`src/rtl/i2c_write_nbyte.sv`:
```
// i2c_write_nbyte: I2C master write of address, register pointer and up to MAX_DATA data bytes; define I2C_WRITE_RETRY_EN to retry NACKed frames
module i2c_write_nbyte #(
  parameter int DIV = 4,
  parameter int PTR_BYTES = 1,
  parameter int MAX_DATA = 4
) (
  input  logic                    PT_CK,
  input  logic                    RESET,
  input  logic                    GO,
  input  logic [7:0]              SLAVE_ADDRESS,
  input  logic [8*PTR_BYTES-1:0]  POINTER,
  input  logic [8*MAX_DATA-1:0]   WDATA,
  input  logic [2:0]              NBYTES,
  input  logic                    SDAI,
  output logic                    SDAO,
  output logic                    SCLO,
  output logic                    BUSY,
  output logic                    END_OK,
  output logic                    ACK_OK,
  output logic                    NACK_ERR,
  output logic [3:0]              BYTE_CNT
);
  localparam int FW = 8 * (1 + PTR_BYTES + MAX_DATA);
  typedef enum logic [2:0] {S_IDLE, S_START, S_BIT, S_STOP, S_WAIT, S_DONE} state_t;
  state_t r_st, w_nx;
  logic [9:0] r_tmr;
  logic [1:0] r_ph;
  logic [3:0] r_bit, r_byte, r_b;
  logic [FW-1:0] r_fl, r_sh;
  logic [8*MAX_DATA-1:0] w_wrev;
  logic [2:0] w_nb;
  logic r_sda, r_nack, r_ack, r_nerr;
  logic w_go, w_tend, w_bend, w_yend, w_send, w_retry;
  assign w_go = r_st == S_IDLE && GO;
  assign w_tend = r_tmr == (r_st == S_WAIT ? 10'(4 * DIV - 1) : 10'(DIV - 1));
  assign w_bend = r_st == S_BIT && r_ph == 2'd3 && w_tend;
  assign w_yend = w_bend && r_bit == 4'd8;
  assign w_send = r_st == S_STOP && r_ph == 2'd2 && w_tend;
  assign w_nb = NBYTES > 3'(MAX_DATA) ? 3'(MAX_DATA) : NBYTES;
  assign ACK_OK = r_ack;
  assign NACK_ERR = r_nerr;
  assign BYTE_CNT = r_byte;
  // byte-reverse the data word so byte 0 lands right after the pointer in the MSB-first frame
  always_comb begin
    w_wrev = '0;
    for (int k = 0; k < MAX_DATA; k++) w_wrev[8*(MAX_DATA-1-k) +: 8] = WDATA[8*k +: 8];
  end
`ifdef I2C_WRITE_RETRY_EN
  logic [1:0] r_try;
  // count restarts taken after a NACK
  always_ff @(posedge PT_CK)
    if (RESET || w_go) r_try <= '0;
    else if (r_st == S_WAIT && w_tend) r_try <= r_try + 2'd1;
  assign w_retry = r_nack && r_try != 2'd3;
`else
  assign w_retry = 1'b0;
`endif
  // state register
  always_ff @(posedge PT_CK) r_st <= RESET ? S_IDLE : w_nx;
  // next state and bus drive
  always_comb begin
    w_nx = r_st;
    SDAO = 1'b1;
    SCLO = 1'b1;
    BUSY = 1'b1;
    END_OK = 1'b0;
    case (r_st)
      S_IDLE: begin
        BUSY = 1'b0;
        w_nx = GO ? S_START : S_IDLE;
      end
      S_START: begin
        SDAO = 1'b0;
        w_nx = w_tend ? S_BIT : S_START;
      end
      S_BIT: begin
        SDAO = r_bit == 4'd8 || r_sh[FW-1];
        SCLO = r_ph[1];
        w_nx = w_yend && (r_sda || r_byte + 4'd1 == r_b) ? S_STOP : S_BIT;
      end
      S_STOP: begin
        SDAO = r_ph == 2'd2;
        SCLO = r_ph != 2'd0;
        w_nx = !w_send ? S_STOP : w_retry ? S_WAIT : S_DONE;
      end
      S_WAIT: w_nx = w_tend ? S_START : S_WAIT;
      default: begin
        BUSY = 1'b0;
        END_OK = 1'b1;
        w_nx = S_IDLE;
      end
    endcase
  end
  // phase timer, phase index within a bit or STOP, bit index within a byte
  always_ff @(posedge PT_CK) begin
    r_tmr <= (RESET || r_st == S_IDLE || w_nx != r_st || w_tend) ? '0 : r_tmr + 10'd1;
    r_ph <= (RESET || w_nx != r_st) ? '0 : (w_tend && (r_st == S_BIT || r_st == S_STOP)) ? r_ph + 2'd1 : r_ph;
    r_bit <= (RESET || r_st != S_BIT) ? '0 : w_bend ? (r_bit == 4'd8 ? 4'd0 : r_bit + 4'd1) : r_bit;
  end
  // frame capture, shift-out register and ACK sampling
  always_ff @(posedge PT_CK) begin
    if (w_go) r_fl <= {SLAVE_ADDRESS, POINTER, w_wrev};
    if (w_go) r_b <= 4'(1 + PTR_BYTES) + {1'b0, w_nb};
    if (r_st == S_START) r_sh <= r_fl;
    else if (w_bend && r_bit != 4'd8) r_sh <= r_sh << 1;
    if (r_st == S_BIT && r_ph == 2'd2 && w_tend) r_sda <= SDAI;
  end
  // byte counter and completion status
  always_ff @(posedge PT_CK) begin
    if (RESET) begin
      r_byte <= '0;
      r_nack <= 1'b0;
      r_ack <= 1'b0;
      r_nerr <= 1'b0;
    end else begin
      if (w_go || r_st == S_WAIT) begin
        r_byte <= '0;
        r_nack <= 1'b0;
      end
      if (w_go) begin
        r_ack <= 1'b0;
        r_nerr <= 1'b0;
      end
      if (w_yend && r_sda) r_nack <= 1'b1;
      else if (w_yend) r_byte <= r_byte + 4'd1;
      if (w_send && !w_retry) begin
        r_ack <= !r_nack;
        r_nerr <= r_nack;
      end
    end
  end
endmodule

```
`config.mk`:
```
export PLATFORM = sky130hd
export DESIGN_NAME = i2c_write_nbyte
export DESIGN_NICKNAME = d
export VERILOG_FILES = /design/src/rtl/i2c_write_nbyte.sv
export SDC_FILE = /design/constraint.sdc
export NUM_CORES = 1
export LEC_CHECK = 0
export ABC_AREA = 1
export CORE_MARGIN = 4
export CORE_UTILIZATION = 50
export CTS_BUF_LIST = sky130_fd_sc_hd__clkbuf_8
export CTS_CLUSTER_DIAMETER = 40
export DETAILED_ROUTE_END_ITERATION = 10
export PLACE_DENSITY = 0.76
export SLEW_MARGIN = 20
export SYNTH_ARGS = -nofsm -noshare
export SYNTH_HDL_FRONTEND = slang
export SYNTH_SLANG_ARGS = --single-unit
```
`constraint.sdc`:
```
create_clock -name PT_CK -period 2.75 [get_ports PT_CK]
set_input_delay 0.55 -clock PT_CK [delete_from_list [all_inputs] [get_ports PT_CK]]
set_output_delay 0.55 -clock PT_CK [all_outputs]
set_load 0.01 [all_outputs]
```
==> results.ini <==
[placement]
dp_hpwl_um=5890
dpl_cell_area_um2=5980
pre_cts_ws_ns=0.571
portBuffers=64
routabilityCongestion=0.827
dp_cells=666

[global_route]
grt_pass1_wl_um=14200
grt_max_degree=49
antenna_found_initial=0
grt.overflow.total=0
grt.total_usage=0.158
grt_pass1_vias=3269

[floorplanning]
core-area_um2=9910
initial_core_util=0.521
die_h_um=110
dieWidth_um=110
rows=36
dieArea_um2=12000
io-pin-count=65

[status]
status=complete, no violations

[logic_synthesis]
netlist_top_cells_area=edfxtp_1 (59%), nand2_1 (13%), dfxtp_1 (10%)
synth_ff_type=edfxtp_1
ys_seq_area_frac=0.688
synth_area_leader_cell=edfxtp_1
synth_seq_cells=127
avgSynthCellArea_um2=10.8
synthesis.nets=539
ys_top_cells_by_count=nand2_1 (185), edfxtp_1 (101), inv_1 (38)
synth-edff-count=101
ys_types=32
yosys_warnings=0
async_reset_ff_frac=0
netlist_instances=477
synth_most_common_cell=nand2_1
synth_top_area_share=0.587
syn-cell-area_um2=5160

[critical_path]
cp.arrival_ns=2.00
end_kind=output pin
rr_startpoint=r_tmr[0]
cp-start-kind=register
cp.required_ns=2.20
rrSetupSlack_ns=0.63
ff2ff_path_depth=10
cp_max_fo=4
reg2reg_to=r_sh[6]
criticalPathCategory=reg2out

[routing]
post-route-drc-count=0
drtIter0Drc=196
wirelength_um=8600
first_pass_iters=5
vias_per_cell=4.81
wire_per_inst_um=12.3
vias=3356
ant_nets=0

[power_and_ir_drop]
seqPwrFrac=0.534
switchingPower_mw=0.953
pwr-share-comb=0.072
p_clk_frac=0.394
total_power_mw=4.22
power.share.switching=0.226
power_density_nw_per_um2=659
internal_power_mw=3.27
ir_worst_vdd_mv=0.538
leakagePower_nw=2.54

[flow_run]
drv_cap=0

[min_path]
hold_start=ACK_OK
hp-class=reg2reg
hold_path_end=ACK_OK
hold_depth=2

[layout]
drive_gt1_frac=0.104
instances_no_fill=698
multi_input_comb_area_um2=1420
antenna_cells=0
stdcell_area_um2=6400
syn_to_final_growth_pct=23.9
ff_latch_area_um2=3550
finalNetCount=614
fill_cells=798

[cts]
clock_latency_ns=0.42
cts_tree=done
cts_max_level=4
clockBufferDepth=2
clock-sinks=127
cts_buffers=17
path_clk_slew_ns=0.07
cts_root_buf=clkbuf_8

[timing]
fin_setup_tns_ns=0
grt_setup_unrepaired=no
slew_viol_final=0
hold_viol_final=0
worst_slack_ns=0.196
fmax_ghz=0.392
fin_crit_ns=2.55
min_period_over_period=0.929
clock_skew_ns=0.0148
setup-violations-final=0

[area by class of cell]
type                       count  share of cell area
clock buffer                  17              0.0366
clock inverter                15              0.0289
inverter                      40              0.0235
multi-input combinational    298               0.221
sequential                   127               0.555
tap                          133              0.0260
timing repair buffer          68               0.109
[flip-flops by register name (all words and copies together) (netlist names)]
name and flops:
r_nack 1, r_fl 48, r_sda 1, NACK_ERR 1, r_tmr 10, r_b 4
ACK_OK 1, r_st 3, r_bit 4, r_sh 48, r_ph 2, BYTE_CNT 4
[layer usage]
metal  GRT usage  wire [µm]  vias up
li1            -          -     1711
met1       0.177       3640     1570
met2       0.276       4480       71
met3      0.0523        426        4
met4      0.0641         55        0
met5           0          0        -
[repair_timing]
action | CTS | global route
resized for setup | 0 | 1
buffers inserted | 0 | 0
setup endpoints to repair | 0 | 1
hold buffers | 0 | 0
[power by group through the flow]
stage	clock (mW)	combinational [mW]	sequential (mW)
finish	1.66	0.304	2.25
global route	1.80	0.343	2.26
CTS	1.70	0.310	2.25
detailed placement	0	0.307	2.29
global placement	0	0.297	2.29
floorplan	0	0.169	2.29
[cell families (layout without fill, tap and decap cells)]
kind of cell / Yosys count / count (layout) / share of synthesized area
fa+ha+maj: 7 / 7 / 0.0170
buf+inv: 52 / 140 / 0.0402
mux: 1 / 1 / 0.00218
xor+xnor: 11 / 11 / 0.0187
other cells: 1 / 1 / 0.000726
compound gates: 20 / 20 / 0.0208
simple gates: 258 / 258 / 0.212
flops: 127 / 127 / 0.688
[through the flow]
step | hold WS [ns] | utilization
finish | 0.462 | 0.646
global route | 0.480 | 0.646
CTS | 0.464 | 0.645
detailed placement | 0.452 | 0.603
global placement | 0.444 | 0.603
floorplan | 0.430 | -
[critical path: stages, from the launching register on]
cell	delay, ns
dfxtp_1	0.36
inv_1	0.08
ha_1	0.21
nand3_2	0.12
inv_1	0.05
o21ai_0	0.18
nand3b_1	0.10
clkdlybuf4s50_1	0.48
[placed cells by master, fill, tap and decap left out, drive strengths merged, types with 5 or more instances in the layout]
cell           instances
clkbuf                17
clkdlybuf4s50         64
nand2                191
clkinv                 5
ha                     7
nand3                 15
dfxtp                 26
xor2                   9
inv                   45
nor2                  40
o21ai                  7
a21oi                  9
edfxtp               101
[worst max path at each step]
stage	startpoint	end	slack, ns	cells after the start
after floorplan	r_tmr[0]	r_sh[0]	0.09	9
after global placement	r_bit[0]	SDAO	0.66	7
after detailed placement	r_bit[0]	SDAO	0.57	7
after CTS	r_bit[0]	SDAO	0.1	7
after global routing	r_bit[0]	SDAO	0.005	7
final	r_bit[0]	SDAO	0.20	7
No activity file was read; power rests on OpenSTA's default activity.
